### config.mk
export PLATFORM = sky130hd
export DESIGN_NAME = voting_machine_multi_flat
export DESIGN_NICKNAME = d
export VERILOG_FILES = /design/src/rtl/voting_pkg.sv /design/src/rtl/voting_machine_multi_if.sv /design/src/rtl/vote_debounce.sv /design/src/rtl/voting_machine_multi.sv /design/src/flat_wrapper.sv
export SDC_FILE = /design/constraint.sdc
export NUM_CORES = 1
export LEC_CHECK = 0
export BUFFER_PORTS_ARGS = -buffer_cell sky130_fd_sc_hd__buf_2
export CORE_ASPECT_RATIO = 0.6
export CORE_MARGIN = 2
export CORE_UTILIZATION = 47
export DETAILED_ROUTE_END_ITERATION = 16
export PLACE_DENSITY = 0.61
export SYNTH_ARGS = -nofsm -noshare
export SYNTH_HDL_FRONTEND = slang
export SYNTH_SLANG_ARGS = --single-unit
export TNS_END_PERCENT = 100
### constraint.sdc
create_clock -name clk -period 4.9 [get_ports clk]
set_input_delay 0.49 -clock clk [delete_from_list [all_inputs] [get_ports clk]]
set_output_delay 0.49 -clock clk [all_outputs]
set_load 0.01 [all_outputs]
### src/rtl/voting_pkg.sv
// Shared types and helpers for the multi-candidate voting machine.
package voting_pkg;

    typedef enum logic [0:0] {
        IDLE    = 1'b0,
        LOCKOUT = 1'b1
    } state_e;

    localparam logic MODE_VOTE  = 1'b0;
    localparam logic MODE_COUNT = 1'b1;

    // Width of a candidate index; never narrower than one bit.
    function automatic int idx_w(input int num_cand);
        return (num_cand > 1) ? $clog2(num_cand) : 1;
    endfunction

endpackage

### src/rtl/voting_machine_multi_if.sv
// Button/mode inputs and LED/status outputs of the voting machine.
// Leader outputs exist only when VOTING_LEADER_EN is defined.
interface voting_machine_multi_if
    import voting_pkg::*;
#(
    parameter int NUM_CAND = 4,
    parameter int CNT_W    = 8
);
    logic                mode;
    logic [NUM_CAND-1:0] button;
    logic [CNT_W-1:0]    led;
    logic                vote_pulse;
    logic                reject_pulse;
    logic                sat_flag;
`ifdef VOTING_LEADER_EN
    localparam int IDX_W = idx_w(NUM_CAND);
    logic [IDX_W-1:0]    leader_idx;
    logic                leader_tie;
`endif

    // Board side: drives buttons and mode, observes the LED bank.
    modport master (
        output mode, button,
        input  led, vote_pulse, reject_pulse, sat_flag
`ifdef VOTING_LEADER_EN
        , input leader_idx, leader_tie
`endif
    );

    // Machine side.
    modport slave (
        input  mode, button,
        output led, vote_pulse, reject_pulse, sat_flag
`ifdef VOTING_LEADER_EN
        , output leader_idx, leader_tie
`endif
    );

endinterface

### src/rtl/vote_debounce.sv
// Per-button debouncer: counts consecutive high samples, saturating at
// DEBOUNCE_CYC; any low sample restarts the count.
module vote_debounce #(
    parameter int DEBOUNCE_CYC = 10
) (
    input  logic clk,
    input  logic reset,
    input  logic button_i,
    output logic stable_o
);
    localparam int             CW      = $clog2(DEBOUNCE_CYC + 1);
    localparam logic [CW-1:0]  CNT_TOP = CW'(DEBOUNCE_CYC);
    localparam logic [CW-1:0]  CNT_ONE = CW'(1);

    logic [CW-1:0] cnt_q, cnt_d;

    // Next count: clear on low, hold at the top, otherwise step up
    always_comb begin
        if (!button_i) begin
            cnt_d = '0;
        end else if (cnt_q == CNT_TOP) begin
            cnt_d = cnt_q;
        end else begin
            cnt_d = cnt_q + CNT_ONE;
        end
    end

    // Counter register
    always_ff @(posedge clk or negedge reset) begin
        if (!reset) begin
            cnt_q <= '0;
        end else begin
            cnt_q <= cnt_d;
        end
    end

    assign stable_o = (cnt_q == CNT_TOP);

endmodule

### src/rtl/voting_machine_multi.sv
// N-candidate voting machine: debounced buttons, one vote per press,
// saturating tallies, accept-indicator / tally display on the LED bank.
// Optional feature macro: VOTING_LEADER_EN adds leader_idx/leader_tie.
module voting_machine_multi
    import voting_pkg::*;
#(
    parameter int NUM_CAND     = 4,
    parameter int CNT_W        = 8,
    parameter int DEBOUNCE_CYC = 10,
    parameter int LED_HOLD_CYC = 10
) (
    input  logic                  clk,
    input  logic                  reset,
    voting_machine_multi_if.slave bus
);
    localparam int                 HOLD_W    = (LED_HOLD_CYC > 0) ? $clog2(LED_HOLD_CYC + 1) : 1;
    localparam logic [HOLD_W-1:0]  HOLD_LOAD = HOLD_W'(LED_HOLD_CYC);
    localparam logic [HOLD_W-1:0]  HOLD_ONE  = HOLD_W'(1);
    localparam logic [CNT_W-1:0]   CNT_MAX   = {CNT_W{1'b1}};
    localparam logic [CNT_W-1:0]   CNT_ONE   = CNT_W'(1);

    logic [NUM_CAND-1:0] stable_s;
    logic [NUM_CAND-1:0] stable_prev_q;
    logic                mode_q;
    state_e              state_q, state_d;
    logic [CNT_W-1:0]    tally_q [NUM_CAND];
    logic [CNT_W-1:0]    tally_d [NUM_CAND];
    logic [HOLD_W-1:0]   hold_q, hold_d;
    logic [CNT_W-1:0]    led_q, led_d;
    logic                vote_q, vote_d;
    logic                rej_q, rej_d;
    logic                sat_q, sat_d;

    for (genvar g = 0; g < NUM_CAND; g++) begin : g_deb
        vote_debounce #(.DEBOUNCE_CYC(DEBOUNCE_CYC)) u_deb (
            .clk      (clk),
            .reset    (reset),
            .button_i (bus.button[g]),
            .stable_o (stable_s[g])
        );
    end

    // FSM next state, tally update, hold counter and LED selection
    always_comb begin
        state_d = state_q;
        tally_d = tally_q;
        hold_d  = hold_q;
        led_d   = led_q;
        vote_d  = 1'b0;
        rej_d   = 1'b0;
        sat_d   = sat_q;
        if (bus.mode != mode_q) begin
            // Mode switch: blank display and demand a full release first
            hold_d  = '0;
            led_d   = '0;
            state_d = LOCKOUT;
        end else if (bus.mode == MODE_VOTE) begin
            if (hold_q != '0) begin
                hold_d = hold_q - HOLD_ONE;
            end else begin
                hold_d = hold_q;
            end
            case (state_q)
                IDLE: begin
                    if ($onehot(stable_s)) begin
                        vote_d  = 1'b1;
                        hold_d  = HOLD_LOAD;
                        state_d = LOCKOUT;
                        for (int i = 0; i < NUM_CAND; i++) begin
                            if (stable_s[i]) begin
                                if (tally_q[i] == CNT_MAX) begin
                                    sat_d = 1'b1;
                                end else begin
                                    tally_d[i] = tally_q[i] + CNT_ONE;
                                end
                            end else begin
                                tally_d[i] = tally_q[i];
                            end
                        end
                    end else if (stable_s != '0) begin
                        rej_d   = 1'b1;
                        state_d = LOCKOUT;
                    end else begin
                        state_d = IDLE;
                    end
                end
                LOCKOUT: begin
                    if (bus.button == '0) begin
                        state_d = IDLE;
                    end else begin
                        state_d = LOCKOUT;
                    end
                end
                default: state_d = IDLE;
            endcase
            led_d = (hold_d != '0) ? CNT_MAX : '0;
        end else begin
            hold_d = '0;
            case (state_q)
                IDLE: begin
                    // Latch a tally only on a fresh, unambiguous press
                    if ($onehot(stable_s) && ((stable_s & ~stable_prev_q) != '0)) begin
                        for (int i = 0; i < NUM_CAND; i++) begin
                            if (stable_s[i]) begin
                                led_d = tally_q[i];
                            end else begin
                                led_d = led_d;
                            end
                        end
                    end else begin
                        led_d = led_q;
                    end
                end
                LOCKOUT: begin
                    if (bus.button == '0) begin
                        state_d = IDLE;
                    end else begin
                        state_d = LOCKOUT;
                    end
                end
                default: state_d = IDLE;
            endcase
        end
    end

    // State, tallies and registered outputs
    always_ff @(posedge clk or negedge reset) begin
        if (!reset) begin
            state_q       <= IDLE;
            mode_q        <= MODE_VOTE;
            stable_prev_q <= '0;
            hold_q        <= '0;
            led_q         <= '0;
            vote_q        <= 1'b0;
            rej_q         <= 1'b0;
            sat_q         <= 1'b0;
            for (int i = 0; i < NUM_CAND; i++) begin
                tally_q[i] <= '0;
            end
        end else begin
            state_q       <= state_d;
            mode_q        <= bus.mode;
            stable_prev_q <= stable_s;
            hold_q        <= hold_d;
            led_q         <= led_d;
            vote_q        <= vote_d;
            rej_q         <= rej_d;
            sat_q         <= sat_d;
            tally_q       <= tally_d;
        end
    end

    assign bus.led          = led_q;
    assign bus.vote_pulse   = vote_q;
    assign bus.reject_pulse = rej_q;
    assign bus.sat_flag     = sat_q;

`ifdef VOTING_LEADER_EN
    localparam int IDX_W = idx_w(NUM_CAND);

    logic [IDX_W-1:0] lead_idx_q, lead_idx_d;
    logic             lead_tie_q, lead_tie_d;
    logic [CNT_W-1:0] lead_max_s;

    // Lowest-index maximum tally, and whether another candidate shares it
    always_comb begin
        lead_idx_d = '0;
        lead_max_s = tally_q[0];
        lead_tie_d = 1'b0;
        for (int i = 1; i < NUM_CAND; i++) begin
            if (tally_q[i] > lead_max_s) begin
                lead_max_s = tally_q[i];
                lead_idx_d = IDX_W'(i);
            end else begin
                lead_max_s = lead_max_s;
            end
        end
        for (int i = 0; i < NUM_CAND; i++) begin
            if ((IDX_W'(i) != lead_idx_d) && (tally_q[i] == lead_max_s) && (lead_max_s != '0)) begin
                lead_tie_d = 1'b1;
            end else begin
                lead_tie_d = lead_tie_d;
            end
        end
    end

    // Leader registers follow the tallies by one cycle
    always_ff @(posedge clk or negedge reset) begin
        if (!reset) begin
            lead_idx_q <= '0;
            lead_tie_q <= 1'b0;
        end else begin
            lead_idx_q <= lead_idx_d;
            lead_tie_q <= lead_tie_d;
        end
    end

    assign bus.leader_idx = lead_idx_q;
    assign bus.leader_tie = lead_tie_q;
`endif

endmodule
### src/flat_wrapper.sv
// flat-port wrapper written by rule: the top's interface ports become plain ports
module voting_machine_multi_flat import voting_pkg::*;
#(
    parameter int NUM_CAND     = 4,
    parameter int CNT_W        = 8,
    parameter int DEBOUNCE_CYC = 10,
    parameter int LED_HOLD_CYC = 10
)
  (clk, reset, bus_mode, bus_button, bus_led, bus_vote_pulse, bus_reject_pulse, bus_sat_flag);
  voting_machine_multi_if #(.NUM_CAND(NUM_CAND), .CNT_W(CNT_W)) bus_i ();
  input  logic clk;
  input  logic reset;
  input wire logic [$bits(bus_i.mode)-1:0] bus_mode;
  input wire logic [$bits(bus_i.button)-1:0] bus_button;
  output wire logic [$bits(bus_i.led)-1:0] bus_led;
  output wire logic [$bits(bus_i.vote_pulse)-1:0] bus_vote_pulse;
  output wire logic [$bits(bus_i.reject_pulse)-1:0] bus_reject_pulse;
  output wire logic [$bits(bus_i.sat_flag)-1:0] bus_sat_flag;
  assign bus_i.mode = bus_mode;
  assign bus_i.button = bus_button;
  assign bus_led = bus_i.led;
  assign bus_vote_pulse = bus_i.vote_pulse;
  assign bus_reject_pulse = bus_i.reject_pulse;
  assign bus_sat_flag = bus_i.sat_flag;
  voting_machine_multi #(.NUM_CAND(NUM_CAND), .CNT_W(CNT_W), .DEBOUNCE_CYC(DEBOUNCE_CYC), .LED_HOLD_CYC(LED_HOLD_CYC)) u_core (.clk(clk), .reset(reset), .bus(bus_i));
endmodule
Yosys cells after proc, flatten, opt, wreduce, memory -nomap -nowiden
Index checks and enable logic that the tools add are counted.
{ "classes": {"n_eq_ne": 17, "addsub": 12, "bitwise": 9, "reduce_logical": 12, "n_mul": 0, "div_mod_pow": 0, "order_cmp": 0, "mux": 47, "shifts": 0} }
{ "op_table": {"columns": ["cell", "count"], "rows": [
  ["8-bit two-way mux", 9],
  ["4-bit two-way mux", 15],
  ["8-bit by 1-bit adder with 8-bit output, second input constant", 4],
  ["8-bit equality test, second input constant", 4],
  ["6-bit AND reduction", 4],
  ["1-bit two-way mux", 22],
  ["4-bit by 1-bit adder with 4-bit output, second input constant", 4],
  ["4-bit equality test, second input constant", 4],
  ["4-bit nonzero test", 4],
  ["2-bit != test, second input constant", 4],
  ["1-bit NOT", 7],
  ["6-bit by 1-bit != test with 1-bit output, second input constant", 1],
  ["1-bit by 1-bit adder with 2-bit output", 2],
  ["4-bit bitwise AND", 1],
  ["4-bit zero test", 1],
  ["4-bit NOT", 1],
  ["4-bit AND reduction", 1],
  ["4-bit by 1-bit subtractor with 4-bit output, second input constant", 1],
  ["3-bit adder", 1],
  ["3-bit by 1-bit equality test with 1-bit output, second input constant", 1],
  ["3-bit by 1-bit != test with 1-bit output, second input constant", 1],
  ["3-bit != test, second input constant", 1],
  ["3-bit AND reduction", 1],
  ["1-bit one-hot mux with 2 select lines", 1],
  ["other kinds (2)", 2]
]} }
{ "word_totals": {"ff_bits": 69, "rom_bits": 0, "n_memories": 0, "latch_bits": 0, "ramBits": 0, "inputBits": 7, "elab_cells": 113, "out_inout_bits": 11} }

Logic depth before layout (Yosys ltp)
{ "depth": {"depth_word": 12, "mapped_depth": 13} }

Cells and area by module
Synthesis repeated with hierarchy kept, for this count alone.
{ "unflattened": {"cells_unflattened": 355, "hier_area_um2": 3717.3} }
{ "modules_own_cells": {"columns": ["mod", "cells_per_inst", "area_per_inst_um2", "instances", "seq_area_each_um2"], "rows": [
  ["voting_machine_multi", 279, 2841.5, 1, 1326.3],
  ["vote_debounce", 19, 219.0, 4, 100.1]
]} }

Least setup slack after synthesis
OpenSTA, ideal clock, no wires.
{ "synth_path": {"path_type": "flip-flop to flip-flop", "from": "reg u_core.g_deb[3].u_deb.cnt_q[0]", "to": "reg u_core.tally_q[1] (netlist bit)", "n_path_buf": 1, "arrival_ps": 3310, "slack_ps": 1465, "setup_ps": 125, "stages_incl_launch_ff": 12, "period_less_slack_ps": 3435, "t_required_ps": 4775, "cell_sequence": "dfrtp_1 -> inv_1 -> ha_1 -> nand3b_1 -> clkbuf_1 -> xor2_1 -> ha_1 -> fa_1 -> nor4b_4 -> nand2_1 -> nor3_1 -> mux2_2"} }
{ "synth_between": {"elab_chain_len": 5} }
{ "synth_rtl": {"columns": ["element", "line", "rtl"], "rows": [
  ["start: declaration", "vote_debounce.sv:15", "logic [CW-1:0] cnt_q, cnt_d;"],
  ["start signal: assignment", "vote_debounce.sv:33", "cnt_q <= cnt_d;"],
  ["4-bit equality test (*)", "vote_debounce.sv:37", "assign stable_o = (cnt_q == CNT_TOP);"],
  ["1-bit by 1-bit adder with 2-bit output (implied by the code)", "voting_machine_multi.sv:65", "if ($onehot(stable_s)) begin"],
  ["3-bit adder (implied by the code)", "voting_machine_multi.sv:65", null],
  ["3-bit by 1-bit equality test with 1-bit output", "voting_machine_multi.sv:65", null],
  ["6-bit AND reduction (no source line) (*)", null, null],
  ["end signal: assignment", "voting_machine_multi.sv:149", "tally_q <= tally_d;"],
  ["end: declaration", "voting_machine_multi.sv:26", "logic [CNT_W-1:0] tally_q [NUM_CAND];"]
]} }
Every way passes the cells marked *; elsewhere a longest branch is shown, timed or not.
A chain may end at the register's enable or synchronous reset.

Worst setup path after layout
{ "layout_path": {"from": "reg u_core.g_deb[1].u_deb.cnt_q[0]", "to": "reg u_core.tally_q[1] (netlist bit)"} }
{ "layout_between": {"elab_chain_len": 5} }
{ "layout_rtl": {"columns": ["element", "line"], "rows": [
  ["start: declaration", "vote_debounce.sv:15"],
  ["start signal: assignment", "vote_debounce.sv:33"],
  ["4-bit equality test", "vote_debounce.sv:37"],
  ["1-bit by 1-bit adder with 2-bit output (implied by the code)", "voting_machine_multi.sv:65"],
  ["3-bit adder (implied by the code)", "voting_machine_multi.sv:65"],
  ["3-bit by 1-bit equality test with 1-bit output", "voting_machine_multi.sv:65"],
  ["6-bit AND reduction (no source line)", null]
]} }
No other way between the ends.

==> run summary <==
number of synthesized register bits -> 69
ys async rst share -> 1.00
Main synth FF type -> dfrtp_1
Clk Latency, worst-skew pair -> 340 ps
GR Layer Usage met1 -> 0.309
max frequency -> 0.264 GHz
Slew Viols, Final -> 0
wire per inst -> 15.5 µm
clock sink count -> 69
type of destination of the critical path -> flip-flop
Resized cells post-CTS -> 0
fillers -> 642
Die ar. -> 0.00819 mm²
max_cap viols -> 0
Final ANT Viol Nets -> 0
IO Port Bufs -> 17
clock-pin slew on the worst setup and hold paths -> 60 ps
met3 Track Usage GR -> 0.0668
via count of the routed design -> 2476
Hold Path Class -> primary input to asynchronous set/reset pin
final worst slack -> 1110 ps
GP Congestion -> 0.782
total core area -> 0.00724 mm²
pin count of the biggest net entering global routing -> 70
data arrival time of the worst path -> 4010 ps
Setup CP Type -> flip-flop to flip-flop
1st-pass router iterations -> 4
TritonCTS Buffers -> 9
busiest metal layer after global routing -> met1
Worst path slowest cell -> nor3_1
Worst Max-Slew Pin Slew -> 1030 ps
Final Hold Vio Count -> 0
worst path required time -> 5120 ps
synthesized instance count -> 326
design area -> 0.00400 mm²
crit-path cells -> inv_1 -> ha_1 -> nand3b_1 -> ha_1 -> ha_1 -> fa_1 -> nor4b_4 -> nand2_1 -> nor3_1 -> mux2_2
first-pass GRT wire length -> 12.1 mm
final setup vio count -> 0
Post-synth EDFFs -> 0
Syn. warnings -> 0
All-Layer GR Usage -> 0.198
final period demand of the worst path -> 3790 ps
CTS Hold Buffers Added -> 0
placed cells -> 442
Power Total -> 1.36 mW
Non-Filler Instances -> 458
Syn-to-layout area delta -> 14.0%
Place WS -> 1120 ps
# H-tree levels -> 3
initial antenna violation count -> 0
Yosys cell types -> 47
Final Core Density -> 0.553
Pleak -> 2.02 nW
GR Util met2 -> 0.248
CTS Root Cell -> clkbuf_16
final setup TNS -> 0 ps
maximum clock path buffer count -> 2
vias in the first global route -> 2322
Mapped Avg Cell Area -> 10.8 µm²
GRT overflow -> 0
RSZ-0062 raised after global routing -> no
Top Ports -> 18
commonest non-fill, non-tap cell in the layout -> dfrtp_1
status -> finished, final reports clean
Clock Skews -> 7.40 ps
ANT cells -> 0
CP startpoint -> u_core.g_deb[1].u_deb.cnt_q[0]
# DRC -> 0
Post-DP Area -> 0.00371 mm²
HPWL after DPL -> 4.98 mm
vias per cell -> 5.41
share of cells above drive strength 1 -> 0.130
Rows -> 24
Syn Std Cell Area -> 0.00351 mm²
Reg2Reg Setup Slack -> 1110 ps
startpoint types -> flip-flop
CP max FO -> 9
final wirelength -> 7.11 mm
Hold Slack -> 344 ps
height of the die -> 70.9 µm
DR iter-0 viols -> 257
Slew HR -> 0.306
Nets -> 374
Initial Utilization -> 0.485
highest-count cells in the layout ignoring fill and taps -> dfrtp_1, nand2_1, xnor2_1
critical path's largest stage delay -> 560 ps
Seq/Total Area, Yosys -> 0.492
Mapped Nets -> 351
maximum vdd drop -> 0.000176 V
CP most frequent cell -> ha_1
CTS tree -> yes
pwr dens -> 341 mW/mm²
R2R Path Start -> u_core.g_deb[1].u_deb.cnt_q[0]
Final period util -> 0.774
Setup Buffers After CTS -> 0
chip width -> 116 µm
-- Yosys cell counts, types with 2 or more instances --
cell / number / area, µm²
dfrtp_1: 69 / 1730
xor2_1: 18 / 158
o31ai_1: 8 / 60.1
nor4_1: 5 / 31.3
o211a_1: 4 / 40.0
mux2_2: 4 / 45.0
nand4_1: 5 / 31.3
clkbuf_1: 6 / 22.5
and4_1: 3 / 26.3
xnor2_1: 22 / 193
a31oi_1: 2 / 12.5
a211oi_1: 9 / 67.6
a21oi_1: 9 / 45.0
ha_1: 17 / 213
o21ai_0: 10 / 50.1
nor2_1: 15 / 56.3
nand3_1: 15 / 75.1
inv_1: 14 / 52.6
mux2i_1: 7 / 70.1
or3_1: 3 / 18.8
and3_1: 9 / 56.3
nor2b_1: 2 / 12.5
and2_1: 7 / 43.8
o21a_1: 3 / 22.5
nand2_1: 28 / 105
nand3b_1: 3 / 22.5
nor3_1: 9 / 45.0
-- worst paths after layout --
check	depth (start not counted)	to
worst min-delay path	2	u_core.g_deb[2].u_deb.cnt_q[2]
max in group asynchronous	2	u_core.tally_q[12]
worst min register to register	2	u_core.bus.led[2]
min in group clk	1	u_core.mode_q
worst max register to register	10	u_core.tally_q[1]
worst max-delay path	10	u_core.tally_q[1]
-- critical path, delay by kind of cell (launching register included) --
kind,cells,cell delay [ps]
and+or+nand+nor,4,1540
muxes,1,410
adders and majority gates,4,1220
buffers and inverters,1,90
DFF,1,410
-- report_power, final --
part,internal (mW),leakage [nW],switching (mW)
clock network,0.404,0.149,0.239
logic,0.0458,0.927,0.0664
registers,0.592,0.941,0.0174
total,1.04,2.02,0.323
-- state kept, by name, summed over array words and instances (netlist names) --
register,flops
u_core.g_deb.u_deb.cnt_q,16
u_core.bus.reject_pulse,1
u_core.tally_q,32
u_core.state_q,1
u_core.bus.led,8
u_core.hold_q,4
u_core.bus.vote_pulse,1
u_core.stable_prev_q,4
u_core.bus.sat_flag,1
u_core.mode_q,1
-- kinds of logic after synthesis --
logic type | synth area share
flip-flops | 0.492
adder cells (fa/ha/maj) | 0.0663
multiplexers | 0.0328
XOR/XNOR | 0.0999
AND/OR/NAND/NOR | 0.177
AO/OA/AOI/OAI | 0.105
buffers and inverters | 0.0271
-- final cells by class --
type,instances,area [µm²],share of cell area
well taps,104,130,0.0325
clock inverters,5,50.0,0.0125
flip-flops and latches,69,1730,0.432
repair buffers,20,108,0.0269
inverters,15,56.3,0.0141
multi-input cells,234,1690,0.422
clock buffers,11,243,0.0607
-- metal layers --
| layer | share of wire | up-vias |
|---|---|---|
| li1 | - | 1205 |
| met4 | 0.015 | 0 |
| met2 | 0.39 | 50 |
| met3 | 0.039 | 10 |
| met5 | 0 | - |
| met1 | 0.56 | 1211 |
(Power assumes the default switching activity.)
